**src/rtl/updown_mod_counter.sv**
```systemverilog
// Modulo-N up/down counter with load, clear, wrap/saturate mode and cascade terminal count.
// Latency: 1 cycle for count/load/clear to z; tc is combinational from z, en and up.
// Backpressure: none; en is level-sensitive and sampled on every rising edge.
module updown_mod_counter #(
   parameter int WIDTH    = 4,
   parameter int MODULUS  = 10,
   parameter int SATURATE = 0
) (
   input  logic             clk,
   input  logic             rst,
   input  logic             clr,
   input  logic             load,
   input  logic [WIDTH-1:0] din,
   input  logic             en,
   input  logic             up,
   output logic [WIDTH-1:0] z,
   output logic             tc,
   output logic             ovf
);

   // Highest legal count. Held in WIDTH bits so MODULUS = 2^WIDTH still fits.
   localparam logic [WIDTH-1:0] TOP = WIDTH'(MODULUS - 1);
   localparam logic [WIDTH-1:0] ONE = WIDTH'(1);

   logic             at_boundary;
   logic [WIDTH-1:0] z_next;
   logic             ovf_next;

   // Boundary detection and terminal count; tc ignores clr/load so it can feed the next stage's en.
   always_comb begin
      at_boundary = up ? (z == TOP) : (z == '0);
      tc          = en & at_boundary;
   end

   // Next-state selection in priority order clr > load > en > hold.
   always_comb begin
      z_next   = z;
      ovf_next = 1'b0;
      if (clr) begin
         z_next = '0;
      end else if (load) begin
         // Out-of-range load values clamp to the top count instead of aliasing.
         z_next = (din > TOP) ? TOP : din;
      end else if (en) begin
         if (at_boundary) begin
            // Boundary step always flags ovf; only the wrap mode moves the count.
            ovf_next = 1'b1;
            if (SATURATE == 0) begin
               z_next = up ? '0 : TOP;
            end
         end else begin
            // Away from the boundary, +/-1 can never leave 0..MODULUS-1.
            z_next = up ? (z + ONE) : (z - ONE);
         end
      end
   end

   // State register with synchronous reset overriding all controls.
   always_ff @(posedge clk) begin
      if (rst) begin
         z   <= '0;
         ovf <= 1'b0;
      end else begin
         z   <= z_next;
         ovf <= ovf_next;
      end
   end

endmodule

```
**config.mk**
```make
export PLATFORM = sky130hd
export DESIGN_NAME = updown_mod_counter
export DESIGN_NICKNAME = d
export VERILOG_FILES = /design/src/rtl/updown_mod_counter.sv
export SDC_FILE = /design/constraint.sdc
export NUM_CORES = 1
export LEC_CHECK = 0
export CAP_MARGIN = 15
export CORE_AREA = 3 3 40 42
export CTS_BUF_LIST = sky130_fd_sc_hd__clkbuf_2 sky130_fd_sc_hd__clkbuf_4 sky130_fd_sc_hd__clkbuf_8
export DETAILED_ROUTE_END_ITERATION = 6
export DIE_AREA = 0 0 43 45
export PLACE_DENSITY = 0.63
export SYNTH_ARGS = -nofsm -noshare
export SYNTH_HDL_FRONTEND = slang
export SYNTH_SLANG_ARGS = --single-unit
```
**constraint.sdc**
```tcl
create_clock -name clk -period 1.9 [get_ports clk]
set_clock_uncertainty 0.15 [all_clocks]
set_input_delay 0.38 -clock clk [delete_from_list [all_inputs] [get_ports clk]]
set_output_delay 0.38 -clock clk [all_outputs]
set_load 0.02 [all_outputs]
```
==> results by stage <==
Detailed routing:
- In this run, the number of DRC markers left after iteration 0 of detailed routing was 4.
- The average wire per cell in the routed design is 11.39 µm.
- The total DRC errors in the routed layout is 0.
- The met2 wire length is approximately 490 µm.
- Summed over all nets, wire length on met3 after detailed routing comes to roughly 70 µm.
- The number of detailed-routing iterations run before antenna repair is 5.
- The via density per instance is just under 5.
- The count of nets left with antenna violations once routing finished came out at 0.
- The highest routing layer actually used is met4.
- The final route contains approximately 420 vias.
- The final layout contains routed wiring with a total length of between 900 and 1000 µm.
- For this block, wires on met1 add up to around 400 µm.

Logic synthesis:
- The synthesized cell area is between 300 and 400 µm².
- After synthesis the netlist holds a flip-flop and latch count of 5.
- The net count of the mapped netlist is 58.
- Among all flip-flop cells after synthesis, the most frequent one is sky130_fd_sc_hd__dfxtp_1.
- For this run, the number of Yosys warnings is 0.
- The average cell area after synthesis is between 8 and 9 µm².
- The share of the Yosys chip area taken by registers is 26.32%.
- The share of the synthesized area in the top cell type is a little over a quarter.
- Counting distinct cell types in the post-synthesis netlist gives 23.
- Of all cell types, the one taking the most synthesized area is sky130_fd_sc_hd__dfxtp_1.
- The commonest cells after synthesis are sky130_fd_sc_hd__dfxtp_1, sky130_fd_sc_hd__a21oi_1.
- The synthesized design contains 0 enable-type register cells.
- In the post-synthesis netlist, the biggest area contributors are sky130_fd_sc_hd__dfxtp_1, sky130_fd_sc_hd__a221oi_2, sky130_fd_sc_hd__xor2_1.
- The share of synthesized flip-flops with an asynchronous set or reset is 0%.
- In the post-synthesis netlist, the cell with the most instances is sky130_fd_sc_hd__dfxtp_1.
- The cell count after synthesis is 45.

Critical path:
- The critical path is of the reg2out type.
- STA puts the critical path data required time at ~1400 ps.
- The largest stage delay on the critical path is ~600 ps.
- The arrival time reported for the critical path endpoint is roughly 1300 ps.
- The slowest cell on the critical path is sky130_fd_sc_hd__clkdlybuf4s50_1.
- The critical path capture point type is an output pin.
- The kind of cell with the highest combined delay along the critical path is buffers and inverters.
- STA classifies the critical path startpoint as a register.
- Along the worst path, the maximum fanout reaches 4.
- The critical path contains buffers and inverters numbering 2 combined.
- The critical path goes through buf_4 > clkdlybuf4s50_1.

Floorplan:
- The initial cell density of the core is approximately 30%.
- From bottom edge to top edge, the die measures about 45 µm.
- The number of ports placed on the die boundary is 16.
- After floorplanning, the core was divided into 13 placement rows.
- The area of the core region is between 1000 and 1500 µm².
- The die covers slightly below 2000 µm².
- Measured along the x axis, the die boundary spans around 43 µm.

Global routing:
- The number of global-route vias before repair came to around 400.
- For this run, the total global-route usage over all layers was measured as a little under an eighth.
- The first-pass GRT wire length is approximately 1600 µm.
- After global routing the overflow that remains totals 0.
- The initial antenna violation count came to 0.
- Entering global routing, the biggest net connects 11 pins.

Layout:
- After the last flow step, the layout net total stands at 84.
- The area growth from synthesis to layout is 67.76%.
- The antenna cell count is 0.
- Cells with a size suffix above 1 make up a little over a quarter of the layout.
- With fillers left out, the area of the finished cells amounts to roughly 640 µm².

Clock tree:
- Clock-pin slew was measured on the worst setup and hold paths at 50 ps.
- The clock passes through at most 2 buffers.
- The number of buffers inserted by post-CTS setup repair is 0.
- TritonCTS built the clock tree.
- The number of buffers created by CTS is 3.
- The clock latency of the later-clocked register in the worst-skew pair is ~250 ps.
- The total clock sinks is 5.
- In this run, post-CTS hold repair placed 0 buffers.
- In this run the number of H-tree levels came out at 1.
- The root cell of the clock tree is sky130_fd_sc_hd__clkbuf_4.

Timing:
- After layout, the worst setup slack is about 64 ps.
- The worst pin sits at a relative slew slack of 73.51%.
- The time the final worst path needs with I/O delays and setup is ~1800 ps.
- The peak clock frequency supported by timing is ~0.54 GHz.
- The total count of hold-check failures in the final report is 0.
- The share of the clock period used by the worst path is between 90% and 100%.
- Setup violations remaining at the end of the flow were counted as 0.
- Setup repair after global routing left no endpoint under its margin.
- The final number of max-transition violations is 0.
- The transition at the pin with the smallest max-transition slack is just under 400 ps.

Place:
- The number of input and output port buffers inserted is 15.
- Once placement finished, the instance area stood at 600.6 µm².
- The pre-CTS setup slack is -531.4 ps.
- The estimated wirelength of the detail-placed design is ~750 µm.
- Routability-driven placement finished with a final weighted congestion of between 0.7 and 0.8.

Run:
- The max-cap check violation count is 0.

Status:
- The run finished with clean final reports.

Power:
- The power density over cell area is 591.3 nW/µm².
- For this design the static power due to leakage is about 0.32 nW.
- Total power for the finished layout comes to between 0.3 and 0.4 mW.
- The worst ir drop on vdd is around 0.19 mV.

Worst hold path:
- The tightest min-delay check is of the reg2reg type.
[layout by cell type, fill, tap and decap left out]
cell,n
sky130_fd_sc_hd__and3_4,1
sky130_fd_sc_hd__nor3_1,2
sky130_fd_sc_hd__clkbuf_4,4
sky130_fd_sc_hd__dlygate4sd2_1,1
sky130_fd_sc_hd__dlymetal6s2s_1,2
sky130_fd_sc_hd__or2_1,1
sky130_fd_sc_hd__a21oi_1,3
sky130_fd_sc_hd__clkdlybuf4s50_1,11
sky130_fd_sc_hd__a21oi_2,1
sky130_fd_sc_hd__a311oi_1,1
sky130_fd_sc_hd__o21ai_0,1
sky130_fd_sc_hd__nand2b_1,3
sky130_fd_sc_hd__inv_1,3
sky130_fd_sc_hd__a21o_1,2
sky130_fd_sc_hd__buf_4,8
sky130_fd_sc_hd__buf_2,1
sky130_fd_sc_hd__nor3_2,1
sky130_fd_sc_hd__a22oi_1,1
sky130_fd_sc_hd__dfxtp_1,5
sky130_fd_sc_hd__nand2_1,2
sky130_fd_sc_hd__o21ai_1,1
sky130_fd_sc_hd__a221oi_2,2
sky130_fd_sc_hd__o21ai_2,1
sky130_fd_sc_hd__ha_1,2
sky130_fd_sc_hd__nand3_1,2
sky130_fd_sc_hd__nor2_1,3
sky130_fd_sc_hd__fa_1,1
sky130_fd_sc_hd__xnor2_1,1
sky130_fd_sc_hd__xor2_1,3
[sequential cells by signal (all words and copies together), names as in the netlist]
register	count
z	4
ovf	1
[what timing repair did]
item / CTS / global route
gates resized for setup: 7 / 2
cloned: 0 / 0
pin swaps: 0 / 0
endpoints found under the setup margin: 3 / 2
[area by class of cell]
class / count / area (µm²)
fillers: 137 / 646.9
multi-input cells: 35 / 269.0
repair buffers: 23 / 209.0
flip-flops and latches: 5 / 100.1
clock buffers: 4 / 30.03
well taps: 15 / 18.77
inverters: 3 / 11.26
[kinds of logic after synthesis]
family          Yosys count  share of synthesized area (%)
simple gates             15                          21.05
buf+inv                   5                          5.261
fa+ha+maj                 3                          11.84
compound gates           13                          26.31
flops                     5                          26.32
xor+xnor                  4                          9.212
[final timing paths]
kind	endpoint	from	cells past startpoint	slack (ps)
worst min register to register	z[2]	z[2]	2	500
worst max register to register	z[2]	z[0]	5	260
worst min-delay path	z[2]	z[2]	2	500
worst max-delay path	z[1]	z[1]	2	60
[power breakdown]
part | switching, mW | leakage [nW] | internal, mW
clock network | 0.0502 | 0.0184 | 0.0941
logic | 0.0553 | 0.258 | 0.0624
registers | 0.00493 | 0.0409 | 0.110
total | 0.110 | 0.317 | 0.267
[worst register-to-register path, delay by kind of cell (launching register included)]
family	cells	cell delay [ps]
xor gates and xnor gates	1	150
buffers and inverters	1	170
adders and majority gates	1	420
and+or+nand+nor	1	100
DFF	1	340
AOI/OAI and AO/OA	1	230
[stage by stage]
| stage | hold WS, ps | setup TNS [ps] | cells | util [%] |
|---|---|---|---|---|
| detailed placement | 489.0 | -1388 | 81 | 46.74 |
| finish | 500.6 | 0 | 85 | 49.66 |
| CTS | 495.7 | 0 | 85 | 49.27 |
| global placement | 478.7 | -1246 | 81 | 46.74 |
| floorplan | 375.9 | 0 | 45 | - |
| global route | 532.9 | 0 | 85 | 49.66 |
[routing by layer]
layer | vias to the layer above | GRT usage [%]
li1 | 209 | -
met1 | 189 | 11.89
met2 | 17 | 19.76
met3 | 2 | 4.781
met4 | 0 | 9.036
met5 | - | 0
No activity file was read; power rests on OpenSTA's default activity.
